<file path="src/rtl/exc_ctrl_pkg.sv">
// Shared definitions for the exception controller: exception codes, stall vectors,
// CP0 Status/Cause field positions and the exception priority encoder.
package exc_ctrl_pkg;

    localparam logic [31:0] EXC_NONE    = 32'h0000_0000;
    localparam logic [31:0] EXC_INT     = 32'h0000_0001;
    localparam logic [31:0] EXC_SYSCALL = 32'h0000_0008;
    localparam logic [31:0] EXC_INVALID = 32'h0000_000a;
    localparam logic [31:0] EXC_OV      = 32'h0000_000c;
    localparam logic [31:0] EXC_TRAP    = 32'h0000_000d;
    localparam logic [31:0] EXC_ERET    = 32'h0000_000e;

    localparam logic [5:0] STALL_NONE = 6'b000000;
    localparam logic [5:0] STALL_ID   = 6'b000111;
    localparam logic [5:0] STALL_EX   = 6'b001111;

    localparam int unsigned STATUS_IE    = 0;
    localparam int unsigned STATUS_EXL   = 1;
    localparam int unsigned STATUS_IM_LO = 8;
    localparam int unsigned STATUS_IM_HI = 15;
    localparam int unsigned CAUSE_IP_LO  = 8;
    localparam int unsigned CAUSE_IP_HI  = 15;

    // Bit positions within the MEM-stage exception flag vector.
    localparam int unsigned FLAG_SYSCALL = 0;
    localparam int unsigned FLAG_INVALID = 1;
    localparam int unsigned FLAG_TRAP    = 2;
    localparam int unsigned FLAG_OV      = 3;
    localparam int unsigned FLAG_ERET    = 4;

    typedef enum logic [1:0] {
        StIdle,
        StFlush,
        StHold
    } exc_state_e;

    function automatic logic [31:0] exc_prio(input logic int_pending, input logic [4:0] flags);
        if (int_pending)                 return EXC_INT;
        else if (flags[FLAG_INVALID])    return EXC_INVALID;
        else if (flags[FLAG_SYSCALL])    return EXC_SYSCALL;
        else if (flags[FLAG_TRAP])       return EXC_TRAP;
        else if (flags[FLAG_OV])         return EXC_OV;
        else if (flags[FLAG_ERET])       return EXC_ERET;
        else                             return EXC_NONE;
    endfunction

endpackage

</file>
<file path="src/rtl/exc_ctrl_int_sync.sv">
// Parameterised-width two-flop synchroniser with asynchronous active-low clear.
module int_sync #(
    parameter int unsigned WIDTH = 1
) (
    input  logic             clk,
    input  logic             rst_n,
    input  logic [WIDTH-1:0] d,
    output logic [WIDTH-1:0] q
);

    logic [WIDTH-1:0] meta_q;
    logic [WIDTH-1:0] sync_q;

    always_ff @(posedge clk or negedge rst_n) begin
        if (!rst_n) begin
            meta_q <= '0;
            sync_q <= '0;
        end else begin
            meta_q <= d;
            sync_q <= meta_q;
        end
    end

    assign q = sync_q;

endmodule

</file>
<file path="src/rtl/exc_ctrl.sv">
// Exception/interrupt sequencer: picks the highest-priority MEM-stage event, pulses the CP0
// exception inputs for one cycle while flushing and redirecting, and arbitrates pipeline stalls.
module exc_ctrl
    import exc_ctrl_pkg::*;
#(
    parameter logic [31:0] EXC_VECTOR  = 32'h0000_0020,
    parameter int unsigned HOLD_CYCLES = 1
) (
    input  logic        clk,
    input  logic        rst_n,
    input  logic [5:0]  i_int,
    input  logic        i_timer_int,
    input  logic [31:0] i_cp0_status,
    input  logic [31:0] i_cp0_cause,
    input  logic [31:0] i_cp0_epc,
    input  logic        i_mem_valid,
    input  logic [31:0] i_mem_pc,
    input  logic        i_mem_in_delayslot,
    input  logic [4:0]  i_mem_exc,
    input  logic        i_stall_req_id,
    input  logic        i_stall_req_ex,
    output logic [5:0]  o_int_sync,
    output logic [31:0] o_excepttype,
    output logic [31:0] o_current_inst_addr,
    output logic        o_is_in_delayslot,
    output logic        o_flush,
    output logic [31:0] o_new_pc,
    output logic [5:0]  o_stall,
    output logic        o_busy
);

    exc_state_e  state_q, state_d;
    logic [3:0]  hold_q, hold_d;
    logic [31:0] code_q, addr_q, target_q;
    logic        ds_q;

    logic [5:0]  int_q;
    logic        int_pending;
    logic [31:0] dec_code;
    logic        take;
    logic [5:0]  stall_arb;

    int_sync #(
        .WIDTH(6)
    ) u_int_sync (
        .clk  (clk),
        .rst_n(rst_n),
        .d    (i_int),
        .q    (int_q)
    );

    assign o_int_sync = {int_q[5] | i_timer_int, int_q[4:0]};

    assign int_pending = i_cp0_status[STATUS_IE] & ~i_cp0_status[STATUS_EXL] &
                         (|(i_cp0_status[STATUS_IM_HI:STATUS_IM_LO] &
                            i_cp0_cause[CAUSE_IP_HI:CAUSE_IP_LO]));
    assign dec_code    = exc_prio(int_pending, i_mem_exc);
    assign take        = (state_q == StIdle) && i_mem_valid && (dec_code != EXC_NONE);

    assign stall_arb = i_stall_req_ex ? STALL_EX :
                       i_stall_req_id ? STALL_ID : STALL_NONE;

    logic unused_cp0;
    assign unused_cp0 = ^{i_cp0_status[31:16], i_cp0_status[7:2],
                          i_cp0_cause[31:16], i_cp0_cause[7:0]};

    always_ff @(posedge clk or negedge rst_n) begin
        if (!rst_n) begin
            state_q <= StIdle;
            hold_q  <= '0;
        end else begin
            state_q <= state_d;
            hold_q  <= hold_d;
        end
    end

    always_ff @(posedge clk or negedge rst_n) begin
        if (!rst_n) begin
            code_q   <= '0;
            addr_q   <= '0;
            ds_q     <= 1'b0;
            target_q <= '0;
        end else if (take) begin
            code_q   <= dec_code;
            addr_q   <= i_mem_pc;
            ds_q     <= i_mem_in_delayslot;
            target_q <= (dec_code == EXC_ERET) ? i_cp0_epc : EXC_VECTOR;
        end
    end

    always_comb begin
        state_d             = state_q;
        hold_d              = hold_q;
        o_excepttype        = '0;
        o_current_inst_addr = '0;
        o_is_in_delayslot   = 1'b0;
        o_flush             = 1'b0;
        o_new_pc            = '0;
        o_stall             = stall_arb;
        o_busy              = (state_q != StIdle);
        unique case (state_q)
            StIdle: begin
                if (take) state_d = StFlush;
            end
            StFlush: begin
                o_excepttype        = code_q;
                o_current_inst_addr = addr_q;
                o_is_in_delayslot   = ds_q;
                o_flush             = 1'b1;
                o_new_pc            = target_q;
                o_stall             = STALL_NONE;
                if (HOLD_CYCLES > 0) begin
                    state_d = StHold;
                    hold_d  = 4'(HOLD_CYCLES - 1);
                end else begin
                    state_d = StIdle;
                end
            end
            StHold: begin
                if (hold_q == 4'd0) state_d = StIdle;
                else                hold_d  = hold_q - 4'd1;
            end
            default: state_d = StIdle;
        endcase
    end

endmodule

</file>
<file path="config.mk">
export PLATFORM = sky130hd
export DESIGN_NAME = exc_ctrl
export DESIGN_NICKNAME = d
export VERILOG_FILES = /design/src/rtl/exc_ctrl_pkg.sv /design/src/rtl/exc_ctrl_int_sync.sv /design/src/rtl/exc_ctrl.sv
export SDC_FILE = /design/constraint.sdc
export NUM_CORES = 1
export LEC_CHECK = 0
export ABC_AREA = 1
export CORE_UTILIZATION = 39
export DETAILED_ROUTE_END_ITERATION = 8
export HOLD_SLACK_MARGIN = 0.03
export PLACE_DENSITY = 0.82
export SYNTH_ARGS = -nofsm -noshare
export SYNTH_HDL_FRONTEND = slang
export SYNTH_HIERARCHICAL = 1
export SYNTH_SLANG_ARGS = --single-unit
</file>
<file path="constraint.sdc">
create_clock -name clk -period 1.7 [get_ports clk]
set_clock_uncertainty 0.15 [all_clocks]
set_input_delay 0.255 -clock clk [delete_from_list [all_inputs] [get_ports clk]]
set_output_delay 0.255 -clock clk [all_outputs]
set_load 0.05 [all_outputs]
</file>
# Word-level counts from Yosys, hierarchy flattened
# Cells that the tools add are included.
# classes
n_addsub	1
n_eq_ne	6
mux	20
n_bitwise	5
reduce_logical	10
# op_table
cell	n
$mux 32	5
$eq 32x4->1 const B	1
$mux 4	8
$reduce_bool 32->1	1
$and 8x8->8	1
$pmux 4 s2	1
$reduce_or 8->1	1
$ne 2x2->1 const B	3
$pmux 2 s3	1
$logic_not 4->1	1
$mux 2	2
$reduce_and 2->1	2
$reduce_bool 2->1	2
$sub 4x1->4 const B	1
$mux 3	1
$and 1x1->1	2
$eq 2x1->1 const B	1
$eq 2x2->1 const B	1
$logic_and 1x1->1	2
$logic_not 2->1	1
$mux 1	2
$not 1->1	1
$or 1x1->1	1
# word_totals
ff_bits	115
in_bits	146
output_inout_bits	111
word_cells	50

# Logic depth before layout (Yosys ltp)
# Gate-level depths: netlist (run 1).
# logic_depth
depth_word	10
depth_mapped	11
mapped_depth_nobuf	9

# Modules after synthesis
# Netlist (run 1), hierarchy kept.
# modules_own_cells
module	n_inst	cells_per_inst	area_each_um2	seq_area_each_um2
exc_ctrl	1	548	4241.6	1876.8
int_sync	1	12	300.3	300.3

# Least setup slack after synthesis (run 1)
# OpenSTA, ideal clock, no wires.
# synth_path
path_type	flip-flop to output port
startpoint	register state_q[1]
endpoint	output o_current_inst_addr[19]
t_arrival_ns	2.122
setup_slack_ns	-0.827
path_stages_with_launch	6
path_cell_list	dfrtp_1 nor2_2 inv_2 buf_2 buf_1 nor2_1
# synth_via
elab_chain_len	2
# synth_lines
item	line	rtl
from (decl)	exc_ctrl.sv:32	exc_state_e state_q, state_d;
from (signal assigned)	exc_ctrl.sv:69	state_q <= StIdle;
from (signal assigned)	exc_ctrl.sv:72	state_q <= state_d;
$eq 2x1->1	exc_ctrl.sv:101	unique case (state_q)
$mux 32	exc_ctrl.sv:101	
to (decl)	exc_ctrl.sv:24	output logic [31:0] o_current_inst_addr,
# No other way between the ends.

# Worst setup path in the final report (run 1)
# layout_path
startpoint	register state_q[1]
endpoint	output o_new_pc[10]
# layout_via
elab_chain_len	2
# layout_lines
item	line	rtl
$eq 2x1->1	exc_ctrl.sv:101	
$mux 32	exc_ctrl.sv:101	
to (decl)	exc_ctrl.sv:27	output logic [31:0] o_new_pc,
# No other way between the ends.

==> results.json, run 1 <==
{
  "synthesis.area_per_instance_um2": 8.11,
  "path_clk_slew_ns": 0.06,
  "min_period_over_period_pct": 114,
  "crit_chain": "nor2_4 -> inv_6 -> buf_16 -> buf_12 -> nor2_4 -> buf_12",
  "num_rows": 39,
  "cpPeakStageDelay_ns": 0.42,
  "track_usage_pct": 19.3,
  "crit_fanout": 8,
  "via_per_inst": 4.70,
  "critPathArrivalTime_ns": 1.54,
  "mostFrequentLayoutCells": "inv_1 (113), clkdlybuf4s50_1 (98), dfrtp_1 (87)",
  "crit_required_ns": 1.29,
  "maxCapViolCount": 0,
  "numPortBuffers": 180,
  "coreArea_um2": 11400,
  "cts_tree": "built",
  "grt_pass1_vias": 4011,
  "ioPinCount": 257,
  "slew_violations": 0,
  "syn_inst": 560,
  "power_mw": 10.8,
  "grt_overflow": 0,
  "wirelength_um": 13600,
  "power_density_nw_per_um2": 1330,
  "cp-end-kind": "output pin",
  "hold_path.class": "in2async",
  "drc": 0,
  "crit_path_top_delay_cell": "dfrtp_1",
  "drt-wirelength-per-cell_um": 14.8,
  "cts_made_buffers": 9,
  "place_congestion": 0.775,
  "max_freq_mhz": 515,
  "outcome": "finished with violations",
  "nNetsFinal": 915,
  "grt_first_pass_wirelength_um": 18000,
  "grt_setup_unrepaired": "yes",
  "worst-setup-path-type": "reg2out",
  "detail-route-antenna-nets": 0,
  "drive_gt1_share_pct": 34.6,
  "design_area_um2": 8140,
  "nFillCells": 820,
  "seq_area_um2": 2180,
  "cts_sinks": 87,
  "vias": 4299,
  "area_growth_pct": 79.2,
  "diodes": 0,
  "violations": "setup timing",
  "fin_ws_ns": -0.243,
  "fin_crit_ns": 1.94,
  "final_common_cell": "inv_1",
  "htreeDepth": 3,
  "crit_path_start": "state_q[1]$_DFFE_PN0P_",
  "start_kind": "flop",
  "ys_seq_area_share_pct": 47.9,
  "multi_input_area_um2": 2140,
  "dpl.hpwl_um": 8670,
  "p_leak_nw": 3.63,
  "post-place-ws_ns": -0.298,
  "irDropWorstVdd_uv": 814,
  "drt_first_pass_iters": 5,
  "clk-insertion-delay-late_ns": 0.33,
  "ys_types": 28,
  "start_util_pct": 39.9,
  "grt_max_degree": 58,
  "finalHoldViolations": 0,
  "synth_warnings": 6,
  "synth-seq-cells": 87,
  "cts_buffer_depth": 2,
  "r2r-start": "state_q[1]$_DFFE_PN0P_",
  "synthesis.area_um2": 4540,
  "die_y_um": 110,
  "die_w_um": 110,
  "finalSetupViolCount": 144,
  "drt_iter0_markers": 188,
  "dieArea_um2": 12100,
  "cts_root_buffer": "clkbuf_16",
  "place_area_um2": 7180,
  "antenna_found_initial": 1
}
-- power by group --
part	switching (mW)	internal [mW]	total, mW	leakage (nW)
Sequential	0.379	2.66	3.04	1.11
Combinational	3.31	2.27	5.59	2.36
Clock	0.769	1.43	2.20	0.160
Total	4.46	6.37	10.8	3.63
-- layer usage --
metal / GRT usage [%] / routed length, um / vias to the layer above
met4: 6.38 / 228 / 2
met5: 0 / 13 / -
met1: 21.0 / 5000 / 2031
met3: 6.40 / 1070 / 22
li1: - / - / 2060
met2: 35.1 / 7250 / 184
-- registers in the layout (all words and copies together) (netlist names) --
name               cells
addr_q                32
code_q                 4
ds_q                   1
hold_q                 4
state_q                2
target_q              32
u_int_sync/meta_q      6
u_int_sync/q           6
-- logic make-up after synthesis --
family,after synthesis,share of synthesized area (%)
AOI/OAI and AO/OA,71,9.59
xor gates and xnor gates,2,0.386
adders and majority gates,1,0.275
buffers and inverters,178,19.9
DFF,87,47.9
other,1,0.0826
and+or+nand+nor,220,21.8
-- worst paths after layout --
path	to	cells after the start	slack, ns
max reg2reg	target_q[13]$_DFFE_PN0P_	8	-0.13
max in group asynchronous	target_q[9]$_DFFE_PN0P_	3	0.61
min	addr_q[13]$_DFFE_PN0P_	2	0.19
min reg2reg	u_int_sync/q[4]$_DFF_PN0_	0	0.20
max	o_new_pc[10]	6	-0.24
min in group clk	u_int_sync/q[4]$_DFF_PN0_	0	0.20
-- worst max-delay path: cells and delay by family (launching register included) --
kind / cells / cell delay [ns]
buffers and inverters: 4 / 0.53
DFF: 1 / 0.42
and+or+nand+nor: 2 / 0.25
-- synth_stat cells --
library cell  count  area share [%]
a21oi_2           1            0.19
buf_1             2            0.17
buf_2             5            0.55
buf_4            35             5.8
buf_6            10             2.5
buf_8             2            0.66
clkbuf_1          9            0.74
conb_1            1           0.083
dfrtp_1          87              48
ha_1              1            0.28
inv_1           114             9.4
inv_2             1           0.083
nand2_1          75             6.2
nand2_2          21             2.9
nand2_4           1            0.25
nand3_1           5            0.55
nand3_2           1            0.22
nand4_1          32             4.4
nor2_1           79             6.5
nor2_2            3            0.41
nor3_1            1            0.11
o21ai_0           2            0.22
o21ai_1          47             5.2
o21ai_2          20             3.9
o22ai_1           1            0.14
or2_1             1            0.14
or2_2             1            0.14
xor2_1            2            0.39
-- timing repair --
item / 4_1_cts / 5_1_grt
resized for setup: 8 / 41
hold endpoints to repair: 72 / 0
gates cloned: 1 / 20
endpoints found under the setup margin: 73 / 144
pin swaps: 3 / 2
hold buffers: 1 / 0
setup buffers: 2 / 3
-- through the flow --
stage / util, % / hold slack, ns / instances / TNS (ns)
3_3_place_gp: 63.2 / -0.00846 / 874 / -14.84
2_1_floorplan: - / -0.191 / 589 / -15.65
5_1_grt: 71.6 / 0.204 / 915 / -25.54
4_1_cts: 66.8 / 0.200 / 893 / -15.22
6_report: 71.6 / 0.191 / 915 / -19.02
3_5_place_dp: 63.2 / -0.00318 / 874 / -17.34
-- area by class of cell --
cell class / instances / area share (%)
flip-flops and latches: 87 / 26.8
multi-input cells: 327 / 26.3
clock inverters: 4 / 1.17
well taps: 143 / 2.20
clock buffers: 11 / 2.86
inverters: 115 / 5.37
repair buffers: 228 / 35.3
(Power assumes the default switching activity.)
==> run 2: changes to the inputs <==
--- a/config.mk
+++ b/config.mk
@@ -9,7 +9,7 @@
 export CORE_UTILIZATION = 39
 export DETAILED_ROUTE_END_ITERATION = 8
 export HOLD_SLACK_MARGIN = 0.03
-export PLACE_DENSITY = 0.82
+export PLACE_DENSITY_LB_ADDON = 0.3
 export SYNTH_ARGS = -nofsm -noshare
 export SYNTH_HDL_FRONTEND = slang
 export SYNTH_HIERARCHICAL = 1
==> run 2 against run 1 <==
The run still ends with setup timing left. Sequential power about the same. Core utilization shrank 1.4 points. Clock-buffer cell count is 1 higher. Worst setup slack better by 0.082 ns.
==> results.json, run 2 (synthesized netlist as in run 1, its figures left out) <==
{
  "power_density_nw_per_um2": 1270,
  "fin_crit_ns": 1.86,
  "grt-busiest-layer": "met2",
  "nNetsFinal": 908,
  "slew_violations": 0,
  "final_common_cell": "inv_1",
  "clk-insertion-delay-late_ns": 0.33,
  "place_congestion": 0.729,
  "violations": "setup timing",
  "start_util_pct": 39.9,
  "place_area_um2": 7210,
  "mostFrequentLayoutCells": "inv_1 (113), clkdlybuf4s50_1 (98), dfrtp_1 (87)",
  "cts_tree": "built",
  "globalRouteMet1Util_pct": 23.4,
  "crit_path_top_delay_cell": "dfrtp_1",
  "layout.cells.non_filler": 909,
  "grt_overflow": 0,
  "p_leak_nw": 3.53,
  "finalHoldViolations": 0,
  "min_from": "u_int_sync/meta_q[1]$_DFF_PN0_",
  "coreArea_um2": 11400,
  "fin_ws_ns": -0.161,
  "start_kind": "flop",
  "area_growth_pct": 75.6,
  "vias": 4100,
  "post-place-ws_ns": -0.289,
  "critPathArrivalTime_ns": 1.46,
  "grt_setup_unrepaired": "yes",
  "p_sw_share_pct": 42.1,
  "max_freq_mhz": 537,
  "outcome": "finished with violations",
  "drc": 0,
  "detail-route-antenna-nets": 0,
  "power_switching_mw": 4.26,
  "power_frac_clock_pct": 19.2,
  "design_area_um2": 7980,
  "via_per_inst": 4.51,
  "crit_required_ns": 1.29,
  "cpPeakStageDelay_ns": 0.35,
  "placed_cells": 883,
  "drt_iter0_markers": 151,
  "ioPinCount": 257,
  "cp_common_cell": "nor2_4",
  "num_rows": 39,
  "critical_path_buf_inv_count": 4,
  "use_met3_pct": 4.45,
  "met2_usage_pct": 32.6,
  "maxCapViolCount": 0,
  "cts_made_buffers": 9,
  "grt_first_pass_wirelength_um": 17700,
  "wirelength_um": 12000,
  "final_core_util_pct": 70.2,
  "dpl.hpwl_um": 8350,
  "reg.largest.list": "addr_q: 32 flops, target_q: 32 flops",
  "hold_path.class": "reg2reg",
  "drive_gt1_share_pct": 33.9,
  "drt_first_pass_iters": 4,
  "irDropWorstVdd_uv": 947,
  "cts_root_buffer": "clkbuf_16",
  "grt_pass1_vias": 3884,
  "cts_buffer_depth": 2,
  "dieArea_um2": 12100,
  "drt-wirelength-per-cell_um": 13.2,
  "crit_family": "buffers and inverters",
  "grt_max_degree": 48,
  "finalSetupViolCount": 73,
  "die_w_um": 110,
  "cp-end-kind": "output pin",
  "diodes": 0,
  "numPortBuffers": 180,
  "die_y_um": 110,
  "cts_sinks": 87,
  "antenna_found_initial": 0,
  "path_clk_slew_ns": 0.06,
  "fin_setup_tns_ns": -9.81,
  "crit_chain": "inv_2 -> nor2_4 -> inv_8 -> buf_4 -> nor2_4 -> buf_12",
  "p_int_mw": 5.87,
  "crit_path_start": "state_q[0]$_DFFE_PN0P_",
  "htreeDepth": 3,
  "crit_fanout": 11,
  "worst-setup-path-type": "reg2out",
  "track_usage_pct": 19.0,
  "power_frac_seq_pct": 29.8,
  "r2r-start": "state_q[1]$_DFFE_PN0P_",
  "min_period_over_period_pct": 109,
  "combPwrFrac_pct": 51.1
}
## run 2: cell count changes in the layout (fill, tap and decap cells not counted), moves of 2 or more
cell,change
buf_4,-12
buf_6,+11
nor2_2,-7
nor2_4,+6
buf_8,+5
clkbuf_16,-4
buf_16,-3
nand2_8,-3
buf_12,-2
bufinv_16,-2
clkinv_2,+2
## run 2: worst paths after layout
check,endpoint,slack (ns),depth (start not counted)
worst min-delay path,u_int_sync/q[1]$_DFF_PN0_,0.20,0
worst max-delay path,o_new_pc[18],-0.16,6
worst min register to register,u_int_sync/q[1]$_DFF_PN0_,0.20,0
worst max register to register,target_q[6]$_DFFE_PN0P_,0,6
min in group asynchronous,addr_q[17]$_DFFE_PN0P_,0.21,2
max in group asynchronous,addr_q[9]$_DFFE_PN0P_,0.60,3
## run 2: repair_timing
item                                   4_1_cts  5_1_grt
endpoints found under the hold margin       24        0
setup endpoints to repair                   73      130
gates resized for setup                     53       26
pin swaps                                    0        2
hold buffers                                 1        0
gates cloned                                 0        6
buffers inserted                             5        0
## run 2: metrics by stage
stage                     total power, mW  hold slack (ns)
final                                10.1            0.197
after global routing                 10.7            0.199
after CTS                            9.90            0.197
after detailed placement             7.69           0.0332
after global placement               7.55           0.0342
after floorplan                      6.41           -0.191
## run 2: power groups by stage
stage               combinational (mW)  sequential (mW)  clock, mW
finish                            5.17             3.02       1.94
detailed placement                4.64             3.05          0
CTS                               4.90             3.01       1.99
global route                      5.55             3.08       2.09
floorplan                         3.42             2.99          0
global placement                  4.54             3.01          0
## run 2: final cells by class
| class | count | area, um2 |
|---|---|---|
| inverter | 115 | 439 |
| clock inverter | 4 | 45.0 |
| multi-input combinational | 325 | 2130 |
| fill | 883 | 3390 |
| sequential | 87 | 2180 |
| timing repair buffer | 223 | 2760 |
| tap | 143 | 179 |
| clock buffer | 12 | 246 |
## run 2: metal layers
metal | vias to the layer above | part of all wire (%)
met5 | - | 0
met4 | 0 | 1.3
met3 | 10 | 7.2
met2 | 135 | 52
met1 | 1914 | 40
li1 | 2041 | -
## run 2: worst reg2reg max path, stage by stage (launching register included)
cell and delay, ns:
dfrtp_1 0.41, or2_1 0.29, nor2_4 0.24, nand2_4 0.18, clkbuf_16 0.20, nand2_1 0.06, o21ai_1 0.06
==> run 3: changes to the inputs <==
--- a/config.mk
+++ b/config.mk
@@ -8,7 +8,6 @@
 export ABC_AREA = 1
 export CORE_UTILIZATION = 39
 export DETAILED_ROUTE_END_ITERATION = 8
-export HOLD_SLACK_MARGIN = 0.03
 export PLACE_DENSITY_LB_ADDON = 0.3
 export SYNTH_ARGS = -nofsm -noshare
 export SYNTH_HDL_FRONTEND = slang
==> results of run 3 <==
Final layout, timing and power as in run 2 (identical DEF).
